--- src/rtl/rr_grant_sequencer_pkg.sv ---
// rtl/rr_grant_sequencer_pkg.sv - shared types and sizes for the round-robin grant sequencer
package rr_grant_pkg;

  localparam int NUM_REQ = 8;
  localparam int IDX_W   = 3;

  typedef enum logic {
    IDLE  = 1'b0,
    GRANT = 1'b1
  } rr_state_t;

endpackage

--- src/rtl/rr_grant_sequencer_if.sv ---
// rtl/rr_grant_sequencer_if.sv - request/grant bus between requesters and the sequencer
interface rr_grant_sequencer_if;
  import rr_grant_pkg::*;

  logic [NUM_REQ-1:0] req;
  logic               done;
  logic               grant_valid;
  logic [IDX_W-1:0]   grant_idx;
  logic               timeout;

  // Requester side drives requests and the release pulse
  modport master (
    output req,
    output done,
    input  grant_valid,
    input  grant_idx,
    input  timeout
  );

  // Sequencer side answers with the registered grant
  modport slave (
    input  req,
    input  done,
    output grant_valid,
    output grant_idx,
    output timeout
  );

endinterface

--- src/rtl/rr_grant_sequencer_pick.sv ---
// rtl/rr_grant_sequencer_pick.sv - rotated priority encoder starting just after last_ptr
module rr_pick
  import rr_grant_pkg::*;
(
  input  logic [NUM_REQ-1:0] req,
  input  logic [IDX_W-1:0]   last_ptr,
  output logic               any,
  output logic [IDX_W-1:0]   idx
);

  logic [IDX_W-1:0] cand;

  // Walk last_ptr+1 .. last_ptr+8 (wrapping); the first set bit wins, so the
  // previous owner is checked last and is only re-picked when it is alone.
  always_comb begin
    any  = 1'b0;
    idx  = '0;
    cand = '0;
    for (int i = 1; i <= NUM_REQ; i++) begin
      cand = last_ptr + IDX_W'(i);
      if (!any && req[cand]) begin
        any = 1'b1;
        idx = cand;
      end
    end
  end

endmodule

--- src/rtl/rr_grant_sequencer.sv ---
// rtl/rr_grant_sequencer.sv - round-robin arbiter holding one grant until release or timeout
module rr_grant_sequencer
  import rr_grant_pkg::*;
#(
  parameter int MAX_HOLD = 16
) (
  input logic                 clk,
  input logic                 rst_n,
  rr_grant_sequencer_if.slave bus
);

  localparam int CNT_W = (MAX_HOLD > 1) ? $clog2(MAX_HOLD) : 1;
  // With the timeout disabled the counter just parks at all-ones.
  localparam logic [CNT_W-1:0] HOLD_LAST = (MAX_HOLD > 0) ? CNT_W'(MAX_HOLD - 1) : '1;

  rr_state_t        state_q, state_d;
  logic [IDX_W-1:0] grant_idx_q, grant_idx_d;
  logic [IDX_W-1:0] last_ptr_q, last_ptr_d;
  logic [CNT_W-1:0] hold_q, hold_d;
  logic             grant_valid_q, grant_valid_d;
  logic             timeout_q, timeout_d;

  logic             pick_any;
  logic [IDX_W-1:0] pick_idx;
  logic             rel_done, rel_drop, rel_to;

  rr_pick u_pick (
    .req      (bus.req),
    .last_ptr (last_ptr_q),
    .any      (pick_any),
    .idx      (pick_idx)
  );

  assign rel_done = bus.done;
  assign rel_drop = !bus.req[grant_idx_q];
  assign rel_to   = (MAX_HOLD != 0) && (hold_q == HOLD_LAST);

  // Next-state and next-output logic; every output is registered below so
  // req/done never reach the decoder combinationally.
  always_comb begin
    state_d     = state_q;
    grant_idx_d = grant_idx_q;
    last_ptr_d  = last_ptr_q;
    hold_d      = hold_q;
    timeout_d   = 1'b0;
    case (state_q)
      IDLE: begin
        if (pick_any) begin
          state_d     = GRANT;
          grant_idx_d = pick_idx;
          hold_d      = '0;
        end
      end
      GRANT: begin
        if (rel_done || rel_drop || rel_to) begin
          // Always drop to IDLE first so the one-hot bus never jumps owners.
          state_d    = IDLE;
          last_ptr_d = grant_idx_q;
          hold_d     = '0;
          timeout_d  = rel_to && !rel_done && !rel_drop;
        end else if (hold_q != HOLD_LAST) begin
          hold_d = hold_q + CNT_W'(1);
        end
      end
      default: state_d = IDLE;
    endcase
    grant_valid_d = (state_d == GRANT);
  end

  // State and output registers with synchronous active-low reset
  always_ff @(posedge clk) begin
    if (!rst_n) begin
      state_q       <= IDLE;
      grant_idx_q   <= '0;
      last_ptr_q    <= IDX_W'(NUM_REQ - 1);
      hold_q        <= '0;
      grant_valid_q <= 1'b0;
      timeout_q     <= 1'b0;
    end else begin
      state_q       <= state_d;
      grant_idx_q   <= grant_idx_d;
      last_ptr_q    <= last_ptr_d;
      hold_q        <= hold_d;
      grant_valid_q <= grant_valid_d;
      timeout_q     <= timeout_d;
    end
  end

  assign bus.grant_valid = grant_valid_q;
  assign bus.grant_idx   = grant_idx_q;
  assign bus.timeout     = timeout_q;

endmodule

--- src/flat_wrapper.sv ---
// flat-port wrapper written by rule: the top's interface ports become plain ports
module rr_grant_sequencer_flat import rr_grant_pkg::*;
#(
  parameter int MAX_HOLD = 16
)
  (clk, rst_n, bus_req, bus_done, bus_grant_valid, bus_grant_idx, bus_timeout);
  rr_grant_sequencer_if bus_i ();
  input logic clk;
  input logic rst_n;
  input wire logic [$bits(bus_i.req)-1:0] bus_req;
  input wire logic [$bits(bus_i.done)-1:0] bus_done;
  output wire logic [$bits(bus_i.grant_valid)-1:0] bus_grant_valid;
  output wire logic [$bits(bus_i.grant_idx)-1:0] bus_grant_idx;
  output wire logic [$bits(bus_i.timeout)-1:0] bus_timeout;
  assign bus_i.req = bus_req;
  assign bus_i.done = bus_done;
  assign bus_grant_valid = bus_i.grant_valid;
  assign bus_grant_idx = bus_i.grant_idx;
  assign bus_timeout = bus_i.timeout;
  rr_grant_sequencer #(.MAX_HOLD(MAX_HOLD)) u_core (.clk(clk), .rst_n(rst_n), .bus(bus_i));
endmodule
--- config.mk ---
export PLATFORM = sky130hd
export DESIGN_NAME = rr_grant_sequencer_flat
export DESIGN_NICKNAME = d
export VERILOG_FILES = /design/src/rtl/rr_grant_sequencer_pkg.sv /design/src/rtl/rr_grant_sequencer_if.sv /design/src/rtl/rr_grant_sequencer_pick.sv /design/src/rtl/rr_grant_sequencer.sv /design/src/flat_wrapper.sv
export SDC_FILE = /design/constraint.sdc
export NUM_CORES = 1
export LEC_CHECK = 0
export BUFFER_PORTS_ARGS = -buffer_cell sky130_fd_sc_hd__buf_2
export CORE_UTILIZATION = 50
export DETAILED_ROUTE_END_ITERATION = 8
export PLACE_DENSITY = 0.75
export SLEW_MARGIN = 0
export SYNTH_ARGS = -nofsm -noshare
export SYNTH_HDL_FRONTEND = slang
export SYNTH_SLANG_ARGS = --single-unit
--- constraint.sdc ---
create_clock -name clk -period 6.7 [get_ports clk]
set_input_delay 0.67 -clock clk [delete_from_list [all_inputs] [get_ports clk]]
set_output_delay 0.67 -clock clk [all_outputs]
set_load 0.02 [all_outputs]
After elaboration in Yosys (flattened, before gate mapping)
Index checks and enable logic that the tools add are counted.
{"block": "word_totals", "ramBits": 0, "output_inout_bits": 5, "n_memories": 0, "latch_bits": 0, "register_bits": 12, "rom_bits": 0, "wordCells": 92}
{"block": "classes", "div_mod_pow": 0, "n_eq_ne": 4, "n_reduce_logical": 24, "n_addsub": 8, "mul": 0, "shifts": 0, "order_cmp": 9, "n_mux": 41, "bitwise_logic": 1}
{"op": "$lt A3 B4 Y1 const B", "n": 9}
{"op": "$bmux W1 S3", "n": 9}
{"op": "$mux W3", "n": 8}
{"op": "$mux W1", "n": 19}
{"op": "$add A3 B3 Y3 const B", "n": 4}
{"op": "$mux W4", "n": 3}
{"op": "$logic_and A1 B1 Y1", "n": 9}
{"op": "$logic_not A1 Y1", "n": 9}
{"op": "$pmux W4 S2", "n": 1}
{"op": "$add A3 B2 Y3 const B", "n": 2}
{"op": "$reduce_and A2 Y1", "n": 3}
{"op": "$add A4 B1 Y4 const B", "n": 1}
{"op": "$eq A4 B4 Y1 const B", "n": 1}
{"op": "$ne A4 B4 Y1 const B", "n": 1}
{"op": "$add A3 B1 Y3 const B", "n": 1}
{"op": "$ne A3 B3 Y1 const B", "n": 1}
{"op": "$reduce_and A3 Y1", "n": 1}
{"op": "$logic_or A1 B1 Y1", "n": 2}
{"op": "$ne A2 B1 Y1 const B", "n": 1}
{"op": "$pmux W1 S2", "n": 1}
{"op": "$not A1 Y1", "n": 1}

Longest topological paths before layout
Gate-level depths: netlist of the first run.
{"block": "logic_depth", "depth_word": 27, "ltp_mapped": 11}

Cells and area by module
Synthesis of the first run repeated with hierarchy kept, for this count alone.
{"block": "hier_totals", "hier_cells": 163, "area_unflattened_um2": 1427.6}
{"mod": "rr_pick", "area_per_inst_um2": 785.8, "instances": 1, "cells_each": 93}
{"mod": "rr_grant_sequencer", "area_per_inst_um2": 641.9, "instances": 1, "cells_each": 70}

Worst setup path before layout of the first run
OpenSTA, ideal clock, no wires.
{"block": "synth_timing", "kind": "flip-flop to flip-flop", "startpoint": "reg u_core.last_ptr_q[1]", "endpoint": "reg u_core.grant_idx_q[1] (netlist: u_core.bus.grant_idx[1])", "setup_ns": 0.117, "setup_slack_ns": 3.373, "stages_incl_launch_ff": 12, "arrival_ns": 3.210, "period_less_slack_ns": 3.327, "required_time_ns": 6.583, "cell_sequence": "dfxtp_1 -> clkbuf_1 -> inv_1 -> ha_1 -> clkbuf_1 -> mux4_2 -> or2_2 -> or4_4 -> buf_6 -> a211oi_1 -> nor2_1 -> a32o_1"}
{"block": "synth_via", "elab_chain_len": 26, "word_cells_on_any_way": 54, "cone_classes": "add/sub: 7; mux: 32; reduce/logical: 15"}
{"element": "from (decl)", "line_no": "rr_grant_sequencer.sv:18", "text": "logic [IDX_W-1:0] last_ptr_q, last_ptr_d;"}
{"element": "from (signal assigned)", "line_no": "rr_grant_sequencer.sv:75", "text": "last_ptr_q <= IDX_W'(NUM_REQ - 1);"}
{"element": "from (signal assigned)", "line_no": "rr_grant_sequencer.sv:82", "text": "last_ptr_q <= last_ptr_d;"}
{"element": "$add A3 B1 Y3", "line_no": "rr_grant_sequencer_pick.sv:20", "text": "cand = last_ptr + IDX_W'(i);"}
{"element": "$bmux W1 S3", "line_no": "rr_grant_sequencer_pick.sv:21", "text": "if (!any && req[cand]) begin"}
{"element": "$mux W1 (implied by the code)", "line_no": "rr_grant_sequencer_pick.sv:21"}
{"element": "$mux W1", "line_no": "rr_grant_sequencer_pick.sv:21"}
{"element": "$logic_not A1 Y1", "line_no": "rr_grant_sequencer_pick.sv:21"}
{"element": "$logic_and A1 B1 Y1", "line_no": "rr_grant_sequencer_pick.sv:21"}
{"element": "$mux W1", "line_no": "rr_grant_sequencer_pick.sv:21"}
{"element": "$logic_not A1 Y1", "line_no": "rr_grant_sequencer_pick.sv:21"}
{"element": "(+10 left out)"}
{"element": "$mux W1", "line_no": "rr_grant_sequencer_pick.sv:21"}
{"element": "$logic_not A1 Y1", "line_no": "rr_grant_sequencer_pick.sv:21"}
{"element": "$logic_and A1 B1 Y1", "line_no": "rr_grant_sequencer_pick.sv:21"}
{"element": "$mux W1", "line_no": "rr_grant_sequencer_pick.sv:21"}
{"element": "$logic_not A1 Y1", "line_no": "rr_grant_sequencer_pick.sv:21"}
{"element": "$logic_and A1 B1 Y1", "line_no": "rr_grant_sequencer_pick.sv:21"}
{"element": "$mux W1", "line_no": "rr_grant_sequencer_pick.sv:21"}
{"element": "$reduce_and A2 Y1 (no line)"}
{"element": "to (signal assigned)", "line_no": "rr_grant_sequencer.sv:81", "text": "grant_idx_q <= grant_idx_d;"}
{"element": "to (decl)", "line_no": "rr_grant_sequencer.sv:17", "text": "logic [IDX_W-1:0] grant_idx_q, grant_idx_d;"}
Several ways; a longest one is shown, not always the timed one. The select of a mux whose other input is x is not followed.
A chain may end at the register's enable or synchronous reset.

Worst setup path after layout of the first run
{"block": "layout_timing", "startpoint": "reg u_core.last_ptr_q[1]", "endpoint": "reg u_core.grant_idx_q[0] (netlist: u_core.bus.grant_idx[0])"}
Same word-level chain as after synthesis.

==> results.txt, run 1 <==
Cell variety after synth = 47
Most numerous cell in the Yosys netlist = nand2_1
Crit Path Class = register to register
CTS Buffer Depth = 2
Initial DRC count = 40
First-pass iteration count of the detailed router = 6
Worst path cell trace = inv_1, ha_1, mux4_2, or2_2, or4_4, nor3_4, a211oi_1, o41ai_2
Core Box Area = 2500 um2
Initial Utilization = 0.532
Worst-margin pin slew = 0.650 ns
Worst R2R Start = u_core.last_ptr_q[1]
Slowest stage delay, CP = 0.67 ns
Synth Instances = 143
Htree depth = 1
Die H = 53.6 um
Worst-path clk slew = 0.08 ns
Placed Area = 1400 um2
Synth top area cells = dfxtp_1 18%, mux4_2 14%, mux2i_1 9.0%
Ant diodes = 0
Via Count = 1208
Max-slew headroom = 0.566
Crit path required time = 6.86 ns
Total CTS buffers = 3
Post-CTS Repair Setup Buffers = 0
All-Layer GR Usage = 0.243
Yosys warnings = 0
Worst-case vdd ir drop = 0.000278 V
Crit path arrival time = 3.65 ns
First-pass GRT wire length = 5.06 mm
Syn Nets = 157
Die width = 53.6 um
Outcome = finished, final reports clean
Endpoint class of the critical path = register
DR WL/cell = 16.8 um
Routed WL = 3.10 mm
Vias in the first global route = 1102
Tcrit/Tclk final = 0.520
Die area = 2870 um2
Gr ovfl total = 0
DP Wirelength = 2.35 mm
Mean Syn Cell Area = 9.30 um2
Final Skew = 0.00510 ns
Hold WC Path Type = register to register
R2r setup slk = 3.21 ns
Cells on worst reg2reg path = 8
Routed Antenna Nets = 0
GP Congestion = 0.913
TritonCTS clock tree = yes
Clock Latency Late Sink = 0.27 ns
Proportion of layout cells with a drive suffix above 1 = 0.252
Residual DRC = 0
Max Fanout on Critical Path = 14
RSZ-0062 raised after global routing = false
FMAX = 287 MHz
Share of the synthesized area in the top cell type = 0.181
Via density = 6.53
Final hold viol count = 0
Setup violations, final = 0
PostCTS Resize Cnt = 0
Largest net degree at the start of global routing = 17
Site Rows = 18
Layout area overhead = 8.09%
Reg2reg end = u_core.bus.grant_idx[0]
Maxcap violations = 0
Worst hold slack = 0.515 ns
Mapped cell area = 1330 um2
Pwr dens = 398 nW/um2
Cell accounting for the most synthesized area = dfxtp_1
Filler instances = 206
Hold path depth = 2
Cts hold-fix bufs = 0
Power Total = 0.000573 W
Min Tclk post-route = 3.49 ns
Final instance area = 1440 um2
CTS sink cnt = 12
Setup total negative slack = 0 ns
Crit path to = u_core.bus.grant_idx[0]
LEAKAGE = 0.600 nW
Final Net Count = 170
Synth async-reset ratio = 0
Initial antenna violation count = 0
CP Launch Type = register
Post-synthesis register bit count = 12
Slew Limit Fails = 0
Port Buffers = 15
Sequential-to-total area share from yosys stat = 0.181
CP startpoint = u_core.last_ptr_q[1]
Root buffer selected by CTS = clkbuf_4
Top Ports = 16
Slowest library cell on the worst path = dfxtp_1
Top cells by count, synth = 15 x nand2_1, 12 x dfxtp_1, 12 x mux2i_1, 10 x nor2_1, 8 x mux4_2
Main synth FF type = dfxtp_1
EDFF count, synth = 0
-- cell usage in the layout (no fill, tap or decap), drive strengths merged, types with 2 or more instances in the layout --
master,n
nor4,2
nand2,15
clkbuf,4
xor2,2
o21ai,5
inv,7
nor2b,2
o221a,2
nor2,10
a31oi,2
mux4,10
and2,2
nor3,4
a211oi,4
nand3,5
mux2,5
dfxtp,12
a21oi,4
xnor2,2
mux2i,12
buf,15
nand2b,2
a22oi,2
a221oi,5
ha,3
-- cell families after synthesis --
group,after synthesis,share of synthesized area
mux,27,0.310
fa+ha+maj,3,0.0282
flops,12,0.181
simple gates,48,0.198
buf+inv,14,0.0508
compound gates,35,0.206
xor+xnor,4,0.0263
-- critical path, delay by kind of cell (launching register included) --
family,cells,cell delay (ns)
adders and majority gates,1,0.51
buffers and inverters,1,0.20
and+or+nand+nor,3,1.00
muxes,1,0.62
AOI/OAI and AO/OA,2,0.39
DFF,1,0.67
-- power by group --
| group | internal [W] | switching [W] | leakage, nW |
|---|---|---|---|
| registers | 0.0000856 | 0.0000375 | 0.0983 |
| logic | 0.000175 | 0.000219 | 0.480 |
| clock network | 0.0000330 | 0.0000230 | 0.0210 |
-- how the worst min path moves through the flow --
stage	startpoint	endpoint
after global routing	u_core.hold_q[3]	u_core.hold_q[3]
after floorplan	u_core.hold_q[3]	u_core.hold_q[3]
after CTS	u_core.hold_q[3]	u_core.hold_q[3]
after detailed placement	u_core.hold_q[3]	u_core.hold_q[3]
after global placement	u_core.hold_q[3]	u_core.hold_q[3]
final	u_core.hold_q[3]	u_core.hold_q[3]
-- per-stage QoR --
stage / worst slack (ns) / util / cells
final: 3.21 / 0.575 / 185
after global routing: 3.06 / 0.575 / 185
after CTS: 3.25 / 0.575 / 185
after detailed placement: 3.29 / 0.561 / 181
after global placement: 3.35 / 0.561 / 181
after floorplan: 3.37 / - / 143
-- layer usage --
metal,up-vias,wire (um),part of all wire,GRT usage
li1,590,-,-,-
met1,572,1430,0.46,0.337
met2,39,1520,0.49,0.385
met3,7,106,0.034,0.0311
met4,0,43,0.014,0.0877
met5,-,0,0,0
-- state kept, by name, indices dropped and copies added, names as in the netlist --
signal                cells
u_core.bus.timeout        1
u_core.last_ptr_q         3
u_core.state_q            1
u_core.bus.grant_idx      3
u_core.hold_q             4
-- cell type report --
cell class	count	area (um2)	area share
multi-input cells	117	1020	0.711
flip-flops and latches	12	240	0.167
repair buffers	15	75.1	0.0522
well taps	30	37.5	0.0261
clock buffers	4	36.3	0.0252
inverters	7	26.3	0.0183
(Power assumes the default switching activity.)
==> run 2, diff against run 1 <==
clock period = 3.31 ns   (was 6.7 ns; I/O delays follow)
==> results.txt, run 2 (synthesis gave the netlist of run 1 again) <==
Cts hold-fix bufs = 0 (unchanged)
Setup total negative slack = 0 ns (unchanged)
GP Congestion = 0.874 (-4.3%)
Cell family with most CP delay = simple AND/OR/NAND/NOR gates
Slowest stage delay, CP = 0.61 ns (-0.06 ns)
Initial DRC count = 64 (+60%)
LEAKAGE = 0.606 nW (+1.1%)
Hold WC Path Type = input port to register
Core Box Area = 2500 um2 (unchanged)
First-pass GRT wire length = 5.09 mm (+0.55%)
Most used routing layer = met2
DR WL/cell = 17.2 um (+2.9%)
Total CTS buffers = 3 (unchanged)
Worst-case vdd ir drop = 0.000502 V (+81%)
Layout Cells excl Fill = 187 (+1.1%)
Gr ovfl total = 0 (unchanged)
Largest Register = u_core.hold_q
Via Count = 1285 (+6.4%)
Commonest cells after routing, fill and taps aside = 15 x nand2_1, 15 x buf_2, 12 x mux2i_1, 12 x dfxtp_1, 10 x nor2_1
Min Tclk post-route = 2.95 ns (-0.536 ns)
PostCTS Resize Cnt = 0 (unchanged)
Maxcap violations = 0 (unchanged)
Initial Utilization = 0.532 (unchanged)
Worst-margin pin slew = 0.608 ns (-0.0421 ns)
Htree depth = 1 (unchanged)
Outcome = finished, final reports clean
Setup violations, final = 0 (unchanged)
Post-CTS Repair Setup Buffers = 0 (unchanged)
Max Fanout on Critical Path = 8 (-6)
Max reg flops = 4 (unchanged)
Proportion of layout cells with a drive suffix above 1 = 0.261 (+0.00953)
TritonCTS clock tree = yes
Layout area overhead = 8.75%
Slowest library cell on the worst path = mux4_2
Endpoint class of the critical path = register
Vias in the first global route = 1069 (-3.0%)
Worst path cell trace = inv_1, ha_1, mux4_2, or2_2, or4_4, o31ai_2, nand3_1, o41ai_2
Crit Path Class = register to register
Die area = 2870 um2 (unchanged)
Slew Limit Fails = 0 (unchanged)
Grt met1 use = 0.350 (+0.0135)
Clock Latency Late Sink = 0.26 ns (about the same)
Root buffer selected by CTS = clkbuf_4
Die width = 53.6 um (unchanged)
Crit path required time = 3.47 ns (-3.39 ns)
Die H = 53.6 um (unchanged)
First-pass iteration count of the detailed router = 4 (-2)
Max-slew headroom = 0.594 (+0.0281)
Site Rows = 18 (unchanged)
FMAX = 339 MHz (+18%)
Worst Path Buf+Inv = 1 (unchanged)
DP Wirelength = 2.46 mm (+4.6%)
Global Route met2 Usage = 0.402 (+0.0167)
Final instance area = 1450 um2 (+0.61%)
CTS Buffer Depth = 2 (unchanged)
Routed WL = 3.22 mm (+4.0%)
Final Net Count = 173 (+1.8%)
Final hold viol count = 0 (unchanged)
Final Skew = 0.00306 ns (-0.00204 ns)
Met3 global-route usage = 0.0508 (+0.0198)
CP Launch Type = register
Cell count after placement = 184 (+1.7%)
Initial antenna violation count = 0 (unchanged)
All-Layer GR Usage = 0.247 (+0.00403)
Ant diodes = 0 (unchanged)
Routed Antenna Nets = 0 (unchanged)
Port Buffers = 15 (unchanged)
Pwr dens = 791 nW/um2 (+99%)
Via density = 6.87 (+5.2%)
Crit path arrival time = 3.11 ns (-0.54 ns)
Top Ports = 16 (unchanged)
Residual DRC = 0 (unchanged)
RSZ-0062 raised after global routing = false
Largest net degree at the start of global routing = 17 (unchanged)
Worst-path clk slew = 0.06 ns (-0.02 ns)
Tcrit/Tclk final = 0.891 (+0.371)
CTS sink cnt = 12 (unchanged)
Placed Area = 1420 um2 (+1.6%)
## run 2: where the power goes
| group | total [W] | switching [W] | internal (W) |
|---|---|---|---|
| clock network | 0.0000827 | 0.0000407 | 0.0000420 |
| logic | 0.000837 | 0.000467 | 0.000370 |
| registers | 0.000224 | 0.0000506 | 0.000173 |
| total | 0.00114 | 0.000558 | 0.000585 |
## run 2: path summary, 6_finish.rpt
kind                                           start                      end  slack [ns]  depth (start not counted)
worst max register to register  u_core.last_ptr_q[1]  u_core.bus.grant_idx[0]        0.36                          8
worst min register to register      u_core.hold_q[3]         u_core.hold_q[3]        0.49                          2
worst max-delay path            u_core.last_ptr_q[1]  u_core.bus.grant_idx[0]        0.36                          8
worst min-delay path                           rst_n     u_core.last_ptr_q[2]        0.35                          2
## run 2: through the flow
stage | power, W | hold WS (ns) | setup slack (ns) | utilization
global placement | 0.00103 | 0.472 | 0.429 | 0.570
detailed placement | 0.00104 | 0.479 | 0.397 | 0.570
global route | 0.00123 | 0.355 | 0.164 | 0.579
CTS | 0.00113 | 0.344 | 0.382 | 0.579
finish | 0.00114 | 0.348 | 0.360 | 0.579
floorplan | 0.000880 | 0.458 | 0.113 | -
## run 2: worst register-to-register path, delay by kind of cell, from the launching register on
family                     cells  cell delay [ns]
muxes                          1             0.61
AOI/OAI and AO/OA              2             0.39
buffers and inverters          1             0.09
and+or+nand+nor                3             0.97
adders and majority gates      1             0.46
DFF                            1             0.33
## run 2: area by class of cell
type	instances	area, um2
fill	226	1050
multi-input combinational	117	1020
sequential	12	240
timing repair buffer	18	97.6
tap	30	37.5
inverter	7	26.3
clock buffer	3	22.5
## run 2: metal layers
layer	up-vias	part of all wire
met4	0	0
met1	637	0.45
met3	0	0.073
met5	-	0
li1	594	-
met2	54	0.48
==> run 3, diff against run 2 <==
RECOVER_POWER = 25   (was not set)
==> results.txt, run 3 (synthesis gave the netlist of run 1 again) <==
DR WL/cell = 17.2 um (about the same)
Top Ports = 16 (unchanged)
Worst-path clk slew = 0.06 ns (about the same)
Flop pwr share = 0.197 (about the same)
Die H = 53.6 um (unchanged)
Cts hold-fix bufs = 0 (unchanged)
Initial DRC count = 62 (-3.1%)
Maxcap violations = 0 (unchanged)
Die width = 53.6 um (unchanged)
Max Fanout on Critical Path = 8 (unchanged)
Die area = 2870 um2 (unchanged)
Net Sw Power = 0.000559 W (+0.19%)
Commonest cells after routing, fill and taps aside = 15 x nand2_1, 12 x mux2i_1, 12 x dfxtp_1
Total CTS buffers = 3 (unchanged)
LEAKAGE = 0.590 nW (-2.6%)
Via Count = 1270 (-1.2%)
Setup total negative slack = 0 ns (unchanged)
CTS sink cnt = 12 (unchanged)
Clock Latency Late Sink = 0.26 ns (about the same)
Max-slew headroom = 0.595 (+0.00145)
Ant diodes = 0 (unchanged)
Core Box Area = 2500 um2 (unchanged)
Residual DRC = 0 (unchanged)
Crit Path Class = register to register
Endpoint class of the critical path = register
Crit path arrival time = 3.10 ns (about the same)
First-pass iteration count of the detailed router = 4 (unchanged)
Port Buffers = 15 (unchanged)
PostCTS Resize Cnt = 0 (unchanged)
Commonest non-fill, non-tap cell in the layout = nand2_1
Layout area overhead = 8.37%
Tcrit/Tclk final = 0.888 (-0.00274)
Vias in the first global route = 1069 (unchanged)
Core Util, Final = 0.577 (-0.00200)
Slew Limit Fails = 0 (unchanged)
Worst-margin pin slew = 0.606 ns (-0.00216 ns)
Placed Area = 1420 um2 (unchanged)
Final instance area = 1440 um2 (-0.35%)
Min Tclk post-route = 2.94 ns (-0.00908 ns)
Proportion of layout cells with a drive suffix above 1 = 0.236 (-0.0255)
Pwr dens = 792 nW/um2 (+0.13%)
CP Launch Type = register
Final Net Count = 173 (unchanged)
Final Skew = 0.00321 ns (+0.000146 ns)
Post-CTS Repair Setup Buffers = 0 (unchanged)
Largest net degree at the start of global routing = 17 (unchanged)
All-Layer GR Usage = 0.247 (unchanged)
Routed Antenna Nets = 0 (unchanged)
Outcome = finished, final reports clean
GP Congestion = 0.874 (unchanged)
Clock power share = 0.072 (about the same)
Pint = 0.000582 W (-0.60%)
Combinational cell fraction of total power = 0.731 (about the same)
DP Wirelength = 2.46 mm (unchanged)
Worst-case vdd ir drop = 0.000502 V (about the same)
Htree depth = 1 (unchanged)
Hold WC Path Type = input port to register
Setup violations, final = 0 (unchanged)
TritonCTS clock tree = yes
CTS Buffer Depth = 2 (unchanged)
Routed WL = 3.22 mm (about the same)
RSZ-0062 raised after global routing = false
Via density = 6.79 (-1.2%)
First-pass GRT wire length = 5.09 mm (unchanged)
Initial antenna violation count = 0 (unchanged)
Max reg flops = 4 (unchanged)
Sw Share = 0.490 (+0.00197)
Largest Register = u_core.hold_q
Initial Utilization = 0.532 (unchanged)
Site Rows = 18 (unchanged)
Root buffer selected by CTS = clkbuf_4
Final hold viol count = 0 (unchanged)
Crit path required time = 3.47 ns (about the same)
FMAX = 340 MHz (+0.31%)
Gr ovfl total = 0 (unchanged)
[run 3: final timing paths]
path	startpoint	end	slack, ns	cells after the start
setup / recovery	u_core.last_ptr_q[1]	u_core.bus.grant_idx[0]	0.37	8
hold / removal	rst_n	u_core.last_ptr_q[2]	0.35	2
setup reg to reg	u_core.last_ptr_q[1]	u_core.bus.grant_idx[0]	0.37	8
hold reg to reg	u_core.hold_q[3]	u_core.hold_q[3]	0.49	2
[run 3: power by group through the flow]
| stage | combinational, W | sequential, W | clock [W] |
|---|---|---|---|
| 3_5_place_dp | 0.000819 | 0.000226 | 0 |
| 5_1_grt | 0.000900 | 0.000230 | 0.0000930 |
| 2_1_floorplan | 0.000654 | 0.000226 | 0 |
| 4_1_cts | 0.000825 | 0.000223 | 0.0000870 |
| 6_report | 0.000834 | 0.000224 | 0.0000827 |
| 3_3_place_gp | 0.000807 | 0.000224 | 0 |
[run 3: area by class of cell]
class / instances / area, um2
fillers: 229 / 1060
clock buffers: 3 / 22.5
inverters: 7 / 26.3
flip-flops and latches: 12 / 240
repair buffers: 18 / 92.6
well taps: 30 / 37.5
multi-input cells: 117 / 1020
[run 3: metrics by stage]
step	total power (W)	instances	worst slack, ns	hold WS, ns
2_1_floorplan	0.000880	143	0.113	0.458
3_3_place_gp	0.00103	184	0.429	0.472
3_5_place_dp	0.00104	184	0.397	0.479
4_1_cts	0.00113	187	0.382	0.344
5_1_grt	0.00122	187	0.164	0.355
6_report	0.00114	187	0.370	0.347
[run 3: critical path, stage by stage, from the launching register on]
cell,delay (ns)
dfxtp_1,0.33
inv_1,0.09
ha_1,0.46
mux4_2,0.61
or2_2,0.33
or4_4,0.50
o31ai_2,0.32
nand3_1,0.14
o41ai_2,0.07
[run 3: metal layers]
| layer | GRT usage | share of wire | up-vias |
|---|---|---|---|
| met5 | 0 | 0 | - |
| met1 | 0.350 | 0.46 | 628 |
| li1 | - | - | 594 |
| met2 | 0.402 | 0.48 | 46 |
| met4 | 0.0175 | 0.00062 | 0 |
| met3 | 0.0508 | 0.062 | 2 |
